**src/rtl/mdu_pkg.sv**
```systemverilog
// Shared definitions for the iterative RV32M multiply/divide unit.
package mdu_pkg;

  localparam logic [6:0] FUNC7_M = 7'b0000001;

  localparam logic [2:0] OP_MUL    = 3'b000;
  localparam logic [2:0] OP_MULH   = 3'b001;
  localparam logic [2:0] OP_MULHSU = 3'b010;
  localparam logic [2:0] OP_MULHU  = 3'b011;
  localparam logic [2:0] OP_DIV    = 3'b100;
  localparam logic [2:0] OP_DIVU   = 3'b101;
  localparam logic [2:0] OP_REM    = 3'b110;
  localparam logic [2:0] OP_REMU   = 3'b111;

  typedef enum logic [1:0] {
    ST_IDLE,
    ST_CALC,
    ST_FIX,
    ST_DONE
  } state_t;

  // MUL only needs the low half, which is sign-agnostic, so it runs unsigned.
  function automatic logic op1_signed(input logic [2:0] op);
    return (op == OP_MULH) || (op == OP_MULHSU) || (op == OP_DIV) || (op == OP_REM);
  endfunction

  function automatic logic op2_signed(input logic [2:0] op);
    return (op == OP_MULH) || (op == OP_DIV) || (op == OP_REM);
  endfunction

endpackage

```
**src/rtl/mdu_iter_if.sv**
```systemverilog
// Request/write-back bundle between the execute stage and the multiply/divide unit.
interface mdu_iter_if #(
  parameter int XLEN = 32
);
  logic            start_i;
  logic [2:0]      op_i;
  logic [XLEN-1:0] op1_i;
  logic [XLEN-1:0] op2_i;
  logic [4:0]      rd_addr_i;
  logic            flush_i;
  logic            hold_flag_o;
  logic            busy_o;
  logic [XLEN-1:0] rd_data_o;
  logic [4:0]      rd_addr_o;
  logic            rd_wen_o;

  modport master (
    output start_i, op_i, op1_i, op2_i, rd_addr_i, flush_i,
    input  hold_flag_o, busy_o, rd_data_o, rd_addr_o, rd_wen_o
  );

  modport slave (
    input  start_i, op_i, op1_i, op2_i, rd_addr_i, flush_i,
    output hold_flag_o, busy_o, rd_data_o, rd_addr_o, rd_wen_o
  );
endinterface

```
**src/rtl/mdu_iter_div_core.sv**
```systemverilog
// Restoring radix-2 divider datapath on unsigned operands, one quotient bit per step.
module div_core #(
  parameter int XLEN = 32
) (
  input  logic            clk,
  input  logic            rst_n,
  input  logic            load,
  input  logic            step,
  input  logic [XLEN-1:0] dividend,
  input  logic [XLEN-1:0] divisor,
  output logic [XLEN-1:0] quotient,
  output logic [XLEN-1:0] remainder
);

  logic [XLEN-1:0] quot_q;
  logic [XLEN-1:0] rem_q;
  logic [XLEN-1:0] div_q;
  logic [XLEN:0]   shifted;
  logic            ge;
  logic [XLEN-1:0] rem_next;

  // The partial remainder needs XLEN+1 bits only transiently; once the
  // divisor is subtracted the result always fits back into XLEN bits.
  always_comb begin
    shifted  = {rem_q, quot_q[XLEN-1]};
    ge       = (shifted >= {1'b0, div_q});
    rem_next = ge ? (shifted[XLEN-1:0] - div_q) : shifted[XLEN-1:0];
  end

  always_ff @(posedge clk or negedge rst_n) begin
    if (!rst_n) begin
      quot_q <= '0;
      rem_q  <= '0;
      div_q  <= '0;
    end else if (load) begin
      quot_q <= dividend;
      rem_q  <= '0;
      div_q  <= divisor;
    end else if (step) begin
      rem_q  <= rem_next;
      quot_q <= {quot_q[XLEN-2:0], ge};
    end
  end

  assign quotient  = quot_q;
  assign remainder = rem_q;

endmodule

```
**src/rtl/mdu_iter.sv**
```systemverilog
// Multi-cycle RV32M multiply/divide unit: stalls the pipeline while computing,
// then writes back with a single-cycle write-enable pulse.
module mdu_iter
  import mdu_pkg::*;
#(
  parameter int XLEN          = 32,
  parameter int MUL_ITERATIVE = 0
) (
  input logic        clk,
  input logic        rst_n,
  mdu_iter_if.slave  bus
);

  localparam int CW = $clog2(XLEN);

  state_t state_q, state_d;

  logic [2:0]        op_q;
  logic [4:0]        rd_addr_q;
  logic [XLEN-1:0]   abs1_q, abs2_q;
  logic              sign1_q, sign2_q;
  logic [CW-1:0]     cnt_q;
  logic [2*XLEN-1:0] prod_q;
  logic [XLEN-1:0]   rd_data_q;
  logic [4:0]        rd_addr_out_q;
  logic              rd_wen_q;

  logic              sign1_in, sign2_in;
  logic [XLEN-1:0]   abs1_in, abs2_in;
  logic              div_zero, div_ovf, fast_path;
  logic [XLEN-1:0]   fast_data;
  logic              accept, step, fix, fast;
  logic [XLEN:0]     mul_sum;
  logic [XLEN-1:0]   quotient, remainder;
  logic              neg_res;
  logic [XLEN-1:0]   div_res, div_fixed, fix_data;
  logic [2*XLEN-1:0] prod_fixed;

  always_comb begin
    sign1_in  = op1_signed(bus.op_i) & bus.op1_i[XLEN-1];
    sign2_in  = op2_signed(bus.op_i) & bus.op2_i[XLEN-1];
    abs1_in   = sign1_in ? -bus.op1_i : bus.op1_i;
    abs2_in   = sign2_in ? -bus.op2_i : bus.op2_i;
    div_zero  = (bus.op2_i == '0);
    div_ovf   = (bus.op1_i == {1'b1, {(XLEN-1){1'b0}}}) && (bus.op2_i == '1);
    fast_path = bus.op_i[2] & (div_zero | (div_ovf & ~bus.op_i[0]));
    // op_i[1] distinguishes REM/REMU from DIV/DIVU
    if (div_zero) fast_data = bus.op_i[1] ? bus.op1_i : '1;
    else          fast_data = bus.op_i[1] ? '0 : bus.op1_i;
  end

  always_ff @(posedge clk or negedge rst_n) begin
    if (!rst_n) state_q <= ST_IDLE;
    else        state_q <= state_d;
  end

  always_comb begin
    state_d = state_q;
    accept  = 1'b0;
    step    = 1'b0;
    fix     = 1'b0;
    fast    = 1'b0;
    case (state_q)
      ST_IDLE: begin
        if (bus.start_i && !bus.flush_i) begin
          if (fast_path) begin
            fast    = 1'b1;
            state_d = ST_DONE;
          end else begin
            accept  = 1'b1;
            state_d = ST_CALC;
          end
        end
      end
      ST_CALC: begin
        if (bus.flush_i) begin
          state_d = ST_IDLE;
        end else begin
          step = 1'b1;
          if ((!op_q[2] && MUL_ITERATIVE == 0) || cnt_q == '0) state_d = ST_FIX;
        end
      end
      ST_FIX: begin
        if (bus.flush_i) begin
          state_d = ST_IDLE;
        end else begin
          fix     = 1'b1;
          state_d = ST_DONE;
        end
      end
      ST_DONE: state_d = ST_IDLE;
      default: state_d = ST_IDLE;
    endcase
  end

  // Shift-add step: add the multiplicand into the upper half, then shift right.
  assign mul_sum = {1'b0, prod_q[2*XLEN-1:XLEN]} + (prod_q[0] ? {1'b0, abs1_q} : '0);

  always_ff @(posedge clk or negedge rst_n) begin
    if (!rst_n) begin
      op_q      <= '0;
      rd_addr_q <= '0;
      abs1_q    <= '0;
      abs2_q    <= '0;
      sign1_q   <= 1'b0;
      sign2_q   <= 1'b0;
      cnt_q     <= '0;
      prod_q    <= '0;
    end else if (accept) begin
      op_q      <= bus.op_i;
      rd_addr_q <= bus.rd_addr_i;
      abs1_q    <= abs1_in;
      abs2_q    <= abs2_in;
      sign1_q   <= sign1_in;
      sign2_q   <= sign2_in;
      cnt_q     <= CW'(XLEN-1);
      prod_q    <= {{XLEN{1'b0}}, abs2_in};
    end else if (step) begin
      cnt_q <= cnt_q - CW'(1);
      if (!op_q[2]) begin
        if (MUL_ITERATIVE != 0)
          prod_q <= {mul_sum, prod_q[XLEN-1:1]};
        else
          prod_q <= {{XLEN{1'b0}}, abs1_q} * {{XLEN{1'b0}}, abs2_q};
      end
    end
  end

  div_core #(.XLEN(XLEN)) u_div (
    .clk       (clk),
    .rst_n     (rst_n),
    .load      (accept),
    .step      (step & op_q[2]),
    .dividend  (abs1_in),
    .divisor   (abs2_in),
    .quotient  (quotient),
    .remainder (remainder)
  );

  // Remainders follow the dividend's sign; quotients and products the XOR of both.
  always_comb begin
    neg_res    = (op_q[2] & op_q[1]) ? sign1_q : (sign1_q ^ sign2_q);
    div_res    = op_q[1] ? remainder : quotient;
    div_fixed  = neg_res ? -div_res : div_res;
    prod_fixed = neg_res ? -prod_q : prod_q;
    if (op_q[2])            fix_data = div_fixed;
    else if (op_q == OP_MUL) fix_data = prod_fixed[XLEN-1:0];
    else                    fix_data = prod_fixed[2*XLEN-1:XLEN];
  end

  always_ff @(posedge clk or negedge rst_n) begin
    if (!rst_n) begin
      rd_data_q     <= '0;
      rd_addr_out_q <= '0;
      rd_wen_q      <= 1'b0;
    end else begin
      rd_wen_q <= 1'b0;
      if (fast) begin
        rd_data_q     <= fast_data;
        rd_addr_out_q <= bus.rd_addr_i;
        rd_wen_q      <= 1'b1;
      end else if (fix) begin
        rd_data_q     <= fix_data;
        rd_addr_out_q <= rd_addr_q;
        rd_wen_q      <= 1'b1;
      end
    end
  end

  assign bus.hold_flag_o = ((state_q == ST_IDLE) & bus.start_i & ~bus.flush_i)
                         | (state_q == ST_CALC) | (state_q == ST_FIX);
  assign bus.busy_o      = (state_q != ST_IDLE);
  assign bus.rd_data_o   = rd_data_q;
  assign bus.rd_addr_o   = rd_addr_out_q;
  assign bus.rd_wen_o    = rd_wen_q;

endmodule
```
**src/flat_wrapper.sv**
```systemverilog
// flat-port wrapper written by rule: the top's interface ports become plain ports
module mdu_iter_flat import mdu_pkg::*;
#(
  parameter int XLEN          = 32,
  parameter int MUL_ITERATIVE = 0
)
  (clk, rst_n, bus_start_i, bus_op_i, bus_op1_i, bus_op2_i, bus_rd_addr_i, bus_flush_i, bus_hold_flag_o, bus_busy_o, bus_rd_data_o, bus_rd_addr_o, bus_rd_wen_o);
  mdu_iter_if #(.XLEN(XLEN)) bus_i ();
  input logic clk;
  input logic rst_n;
  input wire logic [$bits(bus_i.start_i)-1:0] bus_start_i;
  input wire logic [$bits(bus_i.op_i)-1:0] bus_op_i;
  input wire logic [$bits(bus_i.op1_i)-1:0] bus_op1_i;
  input wire logic [$bits(bus_i.op2_i)-1:0] bus_op2_i;
  input wire logic [$bits(bus_i.rd_addr_i)-1:0] bus_rd_addr_i;
  input wire logic [$bits(bus_i.flush_i)-1:0] bus_flush_i;
  output wire logic [$bits(bus_i.hold_flag_o)-1:0] bus_hold_flag_o;
  output wire logic [$bits(bus_i.busy_o)-1:0] bus_busy_o;
  output wire logic [$bits(bus_i.rd_data_o)-1:0] bus_rd_data_o;
  output wire logic [$bits(bus_i.rd_addr_o)-1:0] bus_rd_addr_o;
  output wire logic [$bits(bus_i.rd_wen_o)-1:0] bus_rd_wen_o;
  assign bus_i.start_i = bus_start_i;
  assign bus_i.op_i = bus_op_i;
  assign bus_i.op1_i = bus_op1_i;
  assign bus_i.op2_i = bus_op2_i;
  assign bus_i.rd_addr_i = bus_rd_addr_i;
  assign bus_i.flush_i = bus_flush_i;
  assign bus_hold_flag_o = bus_i.hold_flag_o;
  assign bus_busy_o = bus_i.busy_o;
  assign bus_rd_data_o = bus_i.rd_data_o;
  assign bus_rd_addr_o = bus_i.rd_addr_o;
  assign bus_rd_wen_o = bus_i.rd_wen_o;
  mdu_iter #(.XLEN(XLEN), .MUL_ITERATIVE(MUL_ITERATIVE)) u_core (.clk(clk), .rst_n(rst_n), .bus(bus_i));
endmodule
```
**config.mk**
```make
export PLATFORM = sky130hd
export DESIGN_NAME = mdu_iter_flat
export DESIGN_NICKNAME = d
export VERILOG_FILES = /design/src/rtl/mdu_pkg.sv /design/src/rtl/mdu_iter_if.sv /design/src/rtl/mdu_iter_div_core.sv /design/src/rtl/mdu_iter.sv /design/src/flat_wrapper.sv
export SDC_FILE = /design/constraint.sdc
export NUM_CORES = 2
export LEC_CHECK = 0
export CORE_ASPECT_RATIO = 1.4
export CORE_MARGIN = 4
export CORE_UTILIZATION = 41
export DETAILED_ROUTE_END_ITERATION = 8
export GPL_ROUTABILITY_DRIVEN = 0
export GPL_TIMING_DRIVEN = 0
export MAX_ROUTING_LAYER = met4
export PLACE_DENSITY = 0.67
export SETUP_SLACK_MARGIN = 0.05
export SYNTH_ARGS = -nofsm -noshare
export SYNTH_HDL_FRONTEND = slang
export SYNTH_HIERARCHICAL = 1
export SYNTH_SLANG_ARGS = --single-unit
```
**constraint.sdc**
```tcl
create_clock -name clk -period 19.6 [get_ports clk]
set_input_delay 1.96 -clock clk [delete_from_list [all_inputs] [get_ports clk]]
set_output_delay 1.96 -clock clk [all_outputs]
set_load 0.02 [all_outputs]
```
==> results.txt <==
----------------------------------------------------
[Status]
  Violated checks ... max-capacitance violations, max-slew violations
  Status ... finished with violations

[Worst setup path]
  Setup CP Type ... register to register
  Crit path max-delay cell type ... a311oi_1
  Worst Setup Start Kind ... register
  Worst-path maximum fanout ... 10
  Minimum setup slack among reg-to-reg paths ... around 9.6 ns
  Crit. End Element ... register
  Maximum single-stage delay on the critical path ... between 1 and 1.5 ns
  Critical path data required time ... ~20 ns
  Critical Path AT ... ~11 ns
  Cell occurring most often along the worst timing path ... fa_1

[Clock tree]
  Buffer type at the clock tree root ... clkbuf_16
  H-tree depth ... 1
  Clock Pin Slew Worst Setup and Hold Paths ... around 0.07 ns
  Clock tree from TritonCTS ... built
  Inserted Clock Buffers ... 30
  Post-cts sizing count ... 0
  Buffer count from post-CTS setup fixing ... 0
  Clk Latency, worst-skew pair ... ~0.62 ns
  Number of hold buffers added after CTS ... 0
  Clock tree buffer depth ... 3
  # clock sinks ... ~280

[Yosys]
  Area contributors post-synth ... fa_1 35%, dfrtp_1 14%, and2_1 7.4%
  Most used DFF post-synth ... dfrtp_1
  Cell variety after synth ... 86
  Post-Synthesis Cells ... 5840
  Most common cell in the netlist ... inv_1
  Share of the synthesized area in the top cell type ... 35.2%
  Number of flip-flops and latches in the synthesized netlist ... 279
  Number of enable flip-flop cells after synthesis ... 0
  Summed instance area of the synthesized netlist ... about 51000 µm²
  Sequential-to-total area share from yosys stat ... a little over an eighth
  Synthesized netlist net count ... 7115
  Warnings from Yosys ... 6
  Share of flip-flops with an asynchronous set or reset ... 100%
  Avg Cell Area, Syn ... approximately 9 µm²
  Cell taking the most area after synthesis ... fa_1
  Most used standard cells in the synthesized netlist ... 936 x inv_1, 897 x fa_1, 820 x nand2_1

[Detailed routing]
  Count of TritonRoute iterations in the first routing pass ... 8
  Wire per inst ... around 27 µm
  Antenna-violating nets left ... 0
  Iter 0 DRT Violations ... 4929
  Post-detailed-routing wire length ... around 210000 µm
  Total number of vias ... ~44000
  DR DRC count ... 0
  Vias per cell ... just under 6

[Cells and area]
  Share of final-layout standard cells stronger than drive strength 1 ... ~1.8%
  Area delta synth->final ... 8.39%
  Number of nets at the end of the flow ... about 7300

[Floorplan]
  Number of rows created at floorplan ... between 150 and 200
  Die Y ... roughly 430 µm
  Floorplan die width ... ~300 µm
  Full die area ... around 130000 µm²
  I/O pin count ... roughly 120
  Initial core utilization ... 41.4%
  Area of the core ... about 120000 µm²

[Timing]
  Max transition margin ... -3.46%
  RSZ-0062 raised after global routing ... false
  Max-slew violations ... 6
  Final cycle utilization of the critical path ... slightly above 50%
  Post-layout minimum cycle time ... about 10 ns
  Setup skew after layout ... roughly 0.024 ns
  Post-route setup slack ... 9.57 ns
  Final hold viol count ... 0
  Setup TNS ... 0 ns
  Least-Margin Pin Slew ... between 1.5 and 2 ns
  Peak Freq ... 99.7 MHz
  Final count of negative-setup-slack endpoints ... 0

[Placement]
  Number of buffers inserted by port buffering ... between 100 and 150
  HPWL after detailed placement ... about 170000 µm
  Worst Setup Slack post-DPL ... approximately 9.8 ns

[Global routing]
  Via count of the first global-routing pass ... ~47000
  Initial antenna violation count ... 15
  First-pass GRT wire length ... roughly 300000 µm
  Total routing resource utilization after global routing ... about 33%
  Pin count of the biggest net entering global routing ... 117
  Gr ovfl total ... 0

[Worst hold path]
  Min-delay worst type ... register to register

[Job]
  # Max-Cap Violations ... 1

----------------------------------------------------
## flip-flops by register name, summed over array words and instances (netlist names)
signal                  count
u_core/cnt_q                5
u_core/bus.rd_data_o       32
u_core/u_div/remainder     32
u_core/rd_addr_q            5
u_core/op_q                 3
u_core/u_div/quotient      32
u_core/sign2_q              1
u_core/bus.rd_addr_o        5
u_core/u_div/div_q         32
u_core/state_q              2
u_core/abs2_q              32
u_core/abs1_q              32
u_core/sign1_q              1
u_core/bus.rd_wen_o         1
u_core/prod_q              64
## cells by family (layout without fill, tap and decap cells)
family,count (synthesis),in the layout,share of synthesized area [%]
multiplexers,91,91,1.80
AO/OA/AOI/OAI,797,797,9.71
AND/OR/NAND/NOR,1960,1960,18.7
buffers and inverters,1278,1448,9.52
adder cells (fa/ha/maj),1199,1199,42.6
other,0,19,0
flip-flops,279,279,13.7
XOR/XNOR,236,236,4.05
## per-layer routing
| metal | routed length [µm] | global-route usage [%] | vias up |
|---|---|---|---|
| met5 | 0 | - | - |
| met4 | 26300 | 30.8 | 0 |
| met3 | 20200 | 7.22 | 1079 |
| met2 | 93800 | 51.3 | 2921 |
| met1 | 65400 | 33.5 | 21929 |
| li1 | - | - | 18513 |
## worst max-delay path, delay by kind of cell, from the launching register on
family / cells / cell delay (ns)
AND/OR/NAND/NOR: 1 / 0.28
XOR/XNOR: 1 / 0.38
buffers and inverters: 5 / 1.25
AO/OA/AOI/OAI: 10 / 3.41
adder cells (fa/ha/maj): 9 / 3.68
flip-flops: 1 / 0.84
## cell type report
| type | instances | area (µm²) |
|---|---|---|
| multi-input cells | 4283 | 39200 |
| clock buffers | 41 | 862 |
| diodes | 19 | 47.5 |
| fillers | 12127 | 67900 |
| flip-flops and latches | 279 | 6980 |
| repair buffers | 117 | 1210 |
| inverters | 936 | 3510 |
| clock inverters | 12 | 141 |
| well taps | 1617 | 2020 |
| plain buffers | 342 | 1350 |
## layout by cell type, fill, tap and decap left out, types with 34 or more instances in the layout
| master | Yosys | final |
|---|---|---|
| xor2_1 | 114 | 114 |
| nor3_1 | 59 | 59 |
| nor2_1 | 244 | 244 |
| nand4_1 | 34 | 34 |
| nand2_1 | 820 | 820 |
| clkdlybuf4s50_1 | 0 | 114 |
| a21o_1 | 47 | 47 |
| ha_1 | 302 | 302 |
| a211oi_1 | 64 | 64 |
| fa_1 | 897 | 897 |
| o21ai_0 | 234 | 233 |
| inv_1 | 936 | 936 |
| clkbuf_1 | 316 | 320 |
| a21oi_1 | 223 | 223 |
| xnor2_1 | 122 | 122 |
| mux2i_1 | 85 | 85 |
| and2_1 | 606 | 606 |
| nand3_1 | 63 | 63 |
| o31ai_1 | 36 | 36 |
| dfrtp_1 | 279 | 279 |
## path summary, 6_finish.rpt
check / startpoint / endpoint / cells after the start
hold reg to reg: u_core/rd_addr_q[4] / u_core/rd_addr_q[4] / 2
hold / removal: u_core/rd_addr_q[4] / u_core/rd_addr_q[4] / 2
setup reg to reg: u_core/abs1_q[5] / u_core/prod_q[52] / 26
setup / recovery: u_core/abs1_q[5] / u_core/prod_q[52] / 26
max in group asynchronous: rst_n / u_core/abs1_q[12] / 3
min in group asynchronous: rst_n / u_core/bus.rd_wen_o / 1
## stage by stage
stage | std cells | instance area, µm² | hold WS (ns) | util [%]
finish | 7646 | 55300 | 0.480 | 44.9
detailed placement | 7574 | 54300 | 0.466 | 44.0
global placement | 7572 | 54200 | 0.460 | 44.0
CTS | 7627 | 55300 | 0.485 | 44.9
floorplan | 5840 | 51000 | 0.444 | -
global route | 7641 | 55300 | 0.511 | 44.9
Power is not shown: default switching activity piles up to over one toggle a cycle in this logic, so the estimate is an artifact.
